**config.mk**
```make
export PLATFORM = sky130hd
export DESIGN_NAME = qam_demodulator
export DESIGN_NICKNAME = d
export VERILOG_FILES = /design/src/rtl/qam_pkg.sv /design/src/rtl/qam_carrier_lut.sv /design/src/rtl/qam_demodulator.sv
export SDC_FILE = /design/constraint.sdc
export NUM_CORES = 2
export LEC_CHECK = 0
export BUFFER_PORTS_ARGS = -buffer_cell sky130_fd_sc_hd__clkbuf_2
export CAP_MARGIN = 15
export CORE_MARGIN = 8
export CORE_UTILIZATION = 55
export CTS_BUF_LIST = sky130_fd_sc_hd__clkbuf_8 sky130_fd_sc_hd__clkbuf_16
export CTS_CLUSTER_SIZE = 12
export DETAILED_ROUTE_END_ITERATION = 10
export PLACE_DENSITY = 0.71
export SLEW_MARGIN = 20
export SYNTH_ARGS = -nofsm -noshare
export SYNTH_HDL_FRONTEND = slang
export SYNTH_HIERARCHICAL = 1
export SYNTH_SLANG_ARGS = --single-unit
```
**constraint.sdc**
```tcl
create_clock -name clk -period 17.94 [get_ports clk]
set_input_delay 1.794 -clock clk [delete_from_list [all_inputs] [get_ports clk]]
set_output_delay 1.794 -clock clk [all_outputs]
set_load 0.05 [all_outputs]
```
**src/rtl/qam_pkg.sv**
```systemverilog
// ---------------------------------------------------------------------------
// qam_pkg
// Shared definitions for the 16-QAM receive path.
//   - default widths for the symbol, carrier table and input sample
//   - Gray-coded per-axis level constants
//   - demodulator FSM state type
//   - per-axis slicer function (signed integral vs. unsigned threshold)
// ---------------------------------------------------------------------------
package qam_pkg;

    localparam int DEF_QAM_WIDTH  = 4;
    localparam int DEF_WAVE_WIDTH = 16;
    localparam int DEF_IN_WIDTH   = DEF_QAM_WIDTH + DEF_WAVE_WIDTH + 1;

    // Slicer operands are sign-extended to this width so one function
    // serves any accumulator width up to 64 bits.
    localparam int SLICE_WIDTH = 64;

    // Gray-coded levels: neighbouring amplitudes differ in one bit.
    localparam logic [1:0] LVL_N3 = 2'b00;
    localparam logic [1:0] LVL_N1 = 2'b01;
    localparam logic [1:0] LVL_P1 = 2'b11;
    localparam logic [1:0] LVL_P3 = 2'b10;

    typedef enum logic [1:0] {
        ST_IDLE,
        ST_ACCUM,
        ST_DECIDE
    } demod_state_t;

    // Exact boundaries land on the level nearer zero except +T, which is
    // treated as an outer level: 0 -> +1, T -> +3, -T -> -1.
    function automatic logic [1:0] qam_slice(
        input logic signed [SLICE_WIDTH-1:0] acc,
        input logic signed [SLICE_WIDTH-1:0] thr
    );
        logic [1:0] lvl;
        if (acc >= thr) begin
            lvl = LVL_P3;
        end else if (acc >= 0) begin
            lvl = LVL_P1;
        end else if (acc >= -thr) begin
            lvl = LVL_N1;
        end else begin
            lvl = LVL_N3;
        end
        return lvl;
    endfunction

endpackage

```
**src/rtl/qam_carrier_lut.sv**
```systemverilog
// ---------------------------------------------------------------------------
// qam_carrier_lut
// Combinational cos/sin carrier table, one carrier cycle over N samples.
//   cos_k = round(cos(2*pi*k/N) * (2^(WAVE_WIDTH-1)-1)), sin_k likewise.
// Ports:
//   i_index  sample index within the symbol (0..N-1)
//   o_cos    signed cosine table entry for i_index
//   o_sin    signed sine table entry for i_index
// ---------------------------------------------------------------------------
module qam_carrier_lut #(
    parameter int N          = 16,
    parameter int WAVE_WIDTH = 16,
    localparam int IDX_W     = $clog2(N)
) (
    input  logic        [IDX_W-1:0]      i_index,
    output logic signed [WAVE_WIDTH-1:0] o_cos,
    output logic signed [WAVE_WIDTH-1:0] o_sin
);

    localparam real PI   = 3.14159265358979323846;
    localparam real PEAK = real'((2 ** (WAVE_WIDTH - 1)) - 1);

    logic signed [WAVE_WIDTH-1:0] w_cosTab [N];
    logic signed [WAVE_WIDTH-1:0] w_sinTab [N];

    // Table entries are elaboration-time constants; the real-to-int cast
    // rounds to nearest, so the quadrature zeros come out as exact 0.
    for (genvar k = 0; k < N; k++) begin : g_tab
        localparam real ANG   = 2.0 * PI * real'(k) / real'(N);
        localparam int  COS_V = int'($cos(ANG) * PEAK);
        localparam int  SIN_V = int'($sin(ANG) * PEAK);
        assign w_cosTab[k] = WAVE_WIDTH'(COS_V);
        assign w_sinTab[k] = WAVE_WIDTH'(SIN_V);
    end

    assign o_cos = w_cosTab[i_index];
    assign o_sin = w_sinTab[i_index];

endmodule

```
**src/rtl/qam_demodulator.sv**
```systemverilog
// ---------------------------------------------------------------------------
// qam_demodulator
// 16-QAM demodulator: mixes received samples with a local cos/sin carrier,
// integrates I and Q over one symbol, slices each axis to a Gray level and
// emits the 4-bit symbol with a one-cycle valid strobe.
// Ports:
//   clk, reset    clock and synchronous active-high reset
//   rx_sample     signed received sample, qualified by in_valid
//   in_ready      low only during the single decision cycle
//   sync_in       marks the accepted sample as symbol index 0
//   thresh        unsigned outer/inner level boundary for the slicer
//   data_out      recovered symbol, [3:2] = I level, [1:0] = Q level
//   data_valid    one-cycle strobe when data_out updates
//   sync_err_cnt  (only with QAM_DEMOD_SYNCERR_EN) saturating count of
//                 mid-symbol resynchronisations
// ---------------------------------------------------------------------------
module qam_demodulator
    import qam_pkg::*;
#(
    parameter int QAM_WIDTH       = DEF_QAM_WIDTH,
    parameter int WAVE_WIDTH      = DEF_WAVE_WIDTH,
    parameter int IN_WIDTH        = QAM_WIDTH + WAVE_WIDTH + 1,
    parameter int SAMPLES_PER_SYM = 16,
    parameter int ACC_WIDTH       = IN_WIDTH + WAVE_WIDTH + $clog2(SAMPLES_PER_SYM)
) (
    input  logic                        clk,
    input  logic                        reset,
    input  logic signed [IN_WIDTH-1:0]  rx_sample,
    input  logic                        in_valid,
    output logic                        in_ready,
    input  logic                        sync_in,
    input  logic        [ACC_WIDTH-2:0] thresh,
    output logic        [QAM_WIDTH-1:0] data_out,
    output logic                        data_valid
`ifdef QAM_DEMOD_SYNCERR_EN
    ,
    output logic        [15:0]          sync_err_cnt
`endif
);

    localparam int IDX_W = $clog2(SAMPLES_PER_SYM);
    localparam logic [IDX_W-1:0] LAST_IDX = IDX_W'(SAMPLES_PER_SYM - 1);

    demod_state_t r_state;
    demod_state_t w_nextState;

    logic                        w_inReady;
    logic                        w_accept;
    logic                        w_resync;
    logic        [IDX_W-1:0]     r_index;
    logic        [IDX_W-1:0]     w_lutIdx;
    logic signed [WAVE_WIDTH-1:0] w_cos;
    logic signed [WAVE_WIDTH-1:0] w_sin;
    logic signed [ACC_WIDTH-1:0] w_prodI;
    logic signed [ACC_WIDTH-1:0] w_prodQ;
    logic signed [ACC_WIDTH-1:0] r_iAcc;
    logic signed [ACC_WIDTH-1:0] r_qAcc;
    logic        [QAM_WIDTH-1:0] r_dataOut;
    logic                        r_dataValid;
`ifdef QAM_DEMOD_SYNCERR_EN
    logic        [15:0]          r_syncErrCnt;
`endif

    assign w_accept = in_valid && w_inReady;
    assign w_resync = (r_state == ST_ACCUM) && w_accept && sync_in && (r_index != '0);

    // A sync-marked sample always mixes with the index-0 carrier, which is
    // what makes a resync reload the accumulators with fresh products.
    assign w_lutIdx = sync_in ? '0 : r_index;

    qam_carrier_lut #(
        .N          (SAMPLES_PER_SYM),
        .WAVE_WIDTH (WAVE_WIDTH)
    ) u_lut (
        .i_index (w_lutIdx),
        .o_cos   (w_cos),
        .o_sin   (w_sin)
    );

    // Operands are sign-extended to the accumulator width; the product
    // always fits, so truncating the multiply result loses nothing.
    assign w_prodI = ACC_WIDTH'(rx_sample) * ACC_WIDTH'(w_cos);
    assign w_prodQ = ACC_WIDTH'(rx_sample) * ACC_WIDTH'(w_sin);

    always_ff @(posedge clk) begin
        if (reset) begin
            r_state <= ST_IDLE;
        end else begin
            r_state <= w_nextState;
        end
    end

    // A resync on the last index stays in ACCUM because the reloaded
    // symbol has only just started.
    always_comb begin
        w_nextState = r_state;
        w_inReady   = 1'b1;
        case (r_state)
            ST_IDLE: begin
                if (w_accept && sync_in) begin
                    w_nextState = ST_ACCUM;
                end
            end
            ST_ACCUM: begin
                if (w_accept && !w_resync && (r_index == LAST_IDX)) begin
                    w_nextState = ST_DECIDE;
                end
            end
            ST_DECIDE: begin
                w_inReady   = 1'b0;
                w_nextState = ST_ACCUM;
            end
            default: begin
                w_nextState = ST_IDLE;
            end
        endcase
    end

    // Index is log2(N) bits wide, so incrementing past N-1 wraps to 0.
    always_ff @(posedge clk) begin
        if (reset) begin
            r_index     <= '0;
            r_iAcc      <= '0;
            r_qAcc      <= '0;
            r_dataOut   <= '0;
            r_dataValid <= 1'b0;
        end else begin
            r_dataValid <= 1'b0;
            case (r_state)
                ST_IDLE: begin
                    if (w_accept && sync_in) begin
                        r_iAcc  <= w_prodI;
                        r_qAcc  <= w_prodQ;
                        r_index <= IDX_W'(1);
                    end
                end
                ST_ACCUM: begin
                    if (w_resync) begin
                        r_iAcc  <= w_prodI;
                        r_qAcc  <= w_prodQ;
                        r_index <= IDX_W'(1);
                    end else if (w_accept) begin
                        r_iAcc  <= r_iAcc + w_prodI;
                        r_qAcc  <= r_qAcc + w_prodQ;
                        r_index <= r_index + 1'b1;
                    end
                end
                ST_DECIDE: begin
                    r_dataOut   <= QAM_WIDTH'({qam_slice(SLICE_WIDTH'(r_iAcc), SLICE_WIDTH'({1'b0, thresh})),
                                               qam_slice(SLICE_WIDTH'(r_qAcc), SLICE_WIDTH'({1'b0, thresh}))});
                    r_dataValid <= 1'b1;
                    r_iAcc      <= '0;
                    r_qAcc      <= '0;
                    r_index     <= '0;
                end
                default: begin
                    r_index <= '0;
                end
            endcase
        end
    end

`ifdef QAM_DEMOD_SYNCERR_EN
    always_ff @(posedge clk) begin
        if (reset) begin
            r_syncErrCnt <= '0;
        end else if (w_resync && (r_syncErrCnt != 16'hFFFF)) begin
            r_syncErrCnt <= r_syncErrCnt + 16'd1;
        end
    end

    assign sync_err_cnt = r_syncErrCnt;
`endif

    assign in_ready   = w_inReady;
    assign data_out   = r_dataOut;
    assign data_valid = r_dataValid;

endmodule
```
==> flow_summary.json <==
{
  "ctsResizeCount": 0,
  "place_area_um2": 40100,
  "synth_warnings": 6,
  "cts_hold_buf": 0,
  "ys_seq_area_frac": 0.0479,
  "r2r_start": "r_index[2]",
  "netlist_top_cells_count": "inv_1, fa_1, nand2_1, ha_1, and2_1",
  "grt_max_degree": 79,
  "start_util": 0.555,
  "worst-setup-path-type": "input port to register",
  "io_buffers": 70,
  "setup_viol": 0,
  "cp_slowest_cell": "clkinv_1",
  "ys_ff_latch": 93,
  "cts_buffers": 9,
  "finalSetupTns_ps": 0,
  "cp.arrival_ps": 13590,
  "grt_use_total": 0.255,
  "cts_num_sinks": 93,
  "worstPathMaxFanout": 24,
  "fin_skew_ps": 11.3,
  "worst_pin_slew_ps": 1200,
  "rsz0062_at_grt": "false",
  "wl_met1_um": 41700,
  "syn2layout_area_growth_pct": 4.01,
  "rows": 97,
  "critPathTopFamily": "adder cells",
  "dr.pass1.iters": 6,
  "slew_violations": 0,
  "crit_buf_inv": 5,
  "yosysTopAreaCell": "fa_1",
  "yosys_most_used_dff": "dfxtp_1",
  "cts_setup_buffers": 0,
  "crit_top_cell": "fa_1",
  "ant_nets": 0,
  "via_per_inst": 5.71,
  "synth_edf_count": 0,
  "synthArstFlopShare": 0,
  "status": "completed",
  "die_area_um2": 79400,
  "insertion_delay_ps": 380,
  "yosysUniqueCellTypes": 89,
  "core_area_um2": 70000,
  "timing.final.crit_share": 0.744,
  "cap_violations": 0,
  "fin_crit_ps": 13340,
  "netlist.area_leader.share": 0.343,
  "grt_pass1_wl_um": 164000,
  "antenna_found_initial": 0,
  "totalWireLength_um": 99500,
  "grt_pass1_vias": 31656,
  "routabilityCongestion": 0.956,
  "r2r_cells": 33,
  "wl_per_cell_um": 18.0,
  "hold_viol": 0,
  "fmax_mhz": 74.9,
  "regToRegSetupSlack_ps": 5650,
  "dr_wl_met3_um": 5810,
  "top_layer": "met4",
  "die_y_um": 282,
  "cts_tree": "yes",
  "synth_fp_nets": 5870,
  "start_kind": "input port",
  "min_to": "data_out[1]",
  "slowest_delay_ps": 840,
  "synth.cell_area_um2": 38900,
  "design_area_um2": 40400,
  "num_io_pins": 71,
  "slew_headroom": 0.192,
  "yosysMostFrequentCell": "inv_1",
  "overflow": 0,
  "fin_nets": 5796,
  "antennaDiodeCount": 0,
  "drtIter0Drc": 1954,
  "die_w_um": 282,
  "drive_gt1_frac": 0.0382,
  "clockRootBuffer": "clkbuf_16",
  "reg2reg_to": "r_qAcc[40]",
  "drc": 0,
  "final_core_util": 0.577,
  "syn_area_per_cell_um2": 8.35,
  "required_ps": 18190,
  "place_hpwl_um": 80300,
  "syn-instance-count": 4654,
  "hold_path_class": "register to register",
  "hold_depth": 2,
  "yosys-top-cells-area": "fa_1, ha_1, inv_1",
  "min_from": "data_out[1]",
  "route.met2.wl_um": 47600,
  "nFillCells": 6442,
  "cts_htree_levels": 3,
  "cts_max_path_buffers": 2,
  "end_kind": "register",
  "clk_pin_slew_ps": 80,
  "num_vias": 31521
}
-- layer usage --
metal	vias to the layer above	global-route usage
li1	14796	-
met1	15601	0.332
met2	911	0.432
met3	213	0.0322
met4	0	0.0982
met5	-	0
-- stage by stage --
step | std cells | hold WS [ps] | setup WS (ps)
CTS | 5525 | 482 | 4700
floorplan | 4654 | 456 | 6750
global route | 5525 | 515 | 3880
detailed placement | 5509 | 471 | 4370
global placement | 5509 | 466 | 3870
finish | 5525 | 483 | 4600
-- placed cells by master (no fill, tap or decap), types with 7 or more instances in the layout --
| master | netlist | layout |
|---|---|---|
| a221o_1 | 16 | 16 |
| a22oi_1 | 40 | 40 |
| o21ai_0 | 143 | 139 |
| a221oi_1 | 8 | 8 |
| or3_1 | 14 | 14 |
| nor4_1 | 11 | 10 |
| and3_1 | 28 | 28 |
| ha_1 | 485 | 485 |
| a21o_1 | 156 | 156 |
| and2_1 | 280 | 280 |
| o31ai_1 | 13 | 10 |
| buf_4 | 10 | 46 |
| xor2_1 | 48 | 48 |
| fa_1 | 666 | 666 |
| o21ai_1 | 8 | 7 |
| o211ai_1 | 12 | 12 |
| nand3_1 | 62 | 62 |
| a311oi_1 | 15 | 15 |
| nand2b_1 | 55 | 54 |
| inv_1 | 861 | 861 |
| nand4_1 | 72 | 72 |
| clkbuf_16 | 0 | 9 |
| a31oi_1 | 17 | 17 |
| a211o_1 | 9 | 9 |
| nand2_1 | 520 | 519 |
| a211oi_1 | 31 | 30 |
| clkbuf_2 | 0 | 70 |
| mux2i_1 | 15 | 11 |
| o21a_1 | 34 | 34 |
| o21bai_1 | 23 | 23 |
| dfxtp_1 | 93 | 93 |
| a21oi_1 | 184 | 183 |
| nor2b_1 | 39 | 37 |
| nor2_1 | 227 | 225 |
| nor3_1 | 42 | 42 |
| xnor2_1 | 129 | 129 |
-- worst max path at each step --
stage / startpoint / end / slack, ps / cells past startpoint
after floorplan: sync_in / r_iAcc[36] / 6750 / 42
after global placement: sync_in / r_qAcc[40] / 3870 / 34
after detailed placement: sync_in / r_qAcc[40] / 4370 / 34
after CTS: sync_in / r_qAcc[40] / 4700 / 34
after global routing: sync_in / r_qAcc[40] / 3880 / 34
final: sync_in / r_qAcc[40] / 4600 / 34
-- tightest hold or removal path, cell delays in order (launching register included) --
cell	delay, ps
dfxtp_1	320
nor2_1	80
a211oi_1	50
-- final cells by class --
type | instances | area (µm²) | area share
Sequential cell | 93 | 1860 | 0.0461
Inverter | 863 | 3240 | 0.0801
Timing Repair Buffer | 116 | 696 | 0.0172
Clock inverter | 5 | 106 | 0.00263
Clock buffer | 11 | 253 | 0.00625
Multi-Input combinational cell | 3497 | 33100 | 0.819
Tap cell | 940 | 1180 | 0.0291
-- kinds of logic after synthesis --
family	Yosys count	synth area share
flip-flops	93	0.0479
XOR/XNOR	177	0.0399
AO/OA/AOI/OAI	766	0.131
buffers and inverters	1064	0.104
multiplexers	17	0.00444
adder cells (fa/ha/maj)	1151	0.499
AND/OR/NAND/NOR	1386	0.174
-- flip-flops by register name, indices dropped and copies added (netlist names) --
register,flops
data_valid,1
r_qAcc,41
r_index,4
r_iAcc,41
data_out,4
r_state,2
Power is left out: the tool's default activity adds up to more than one toggle a clock period on the data nets, which glitch-free logic cannot reach.
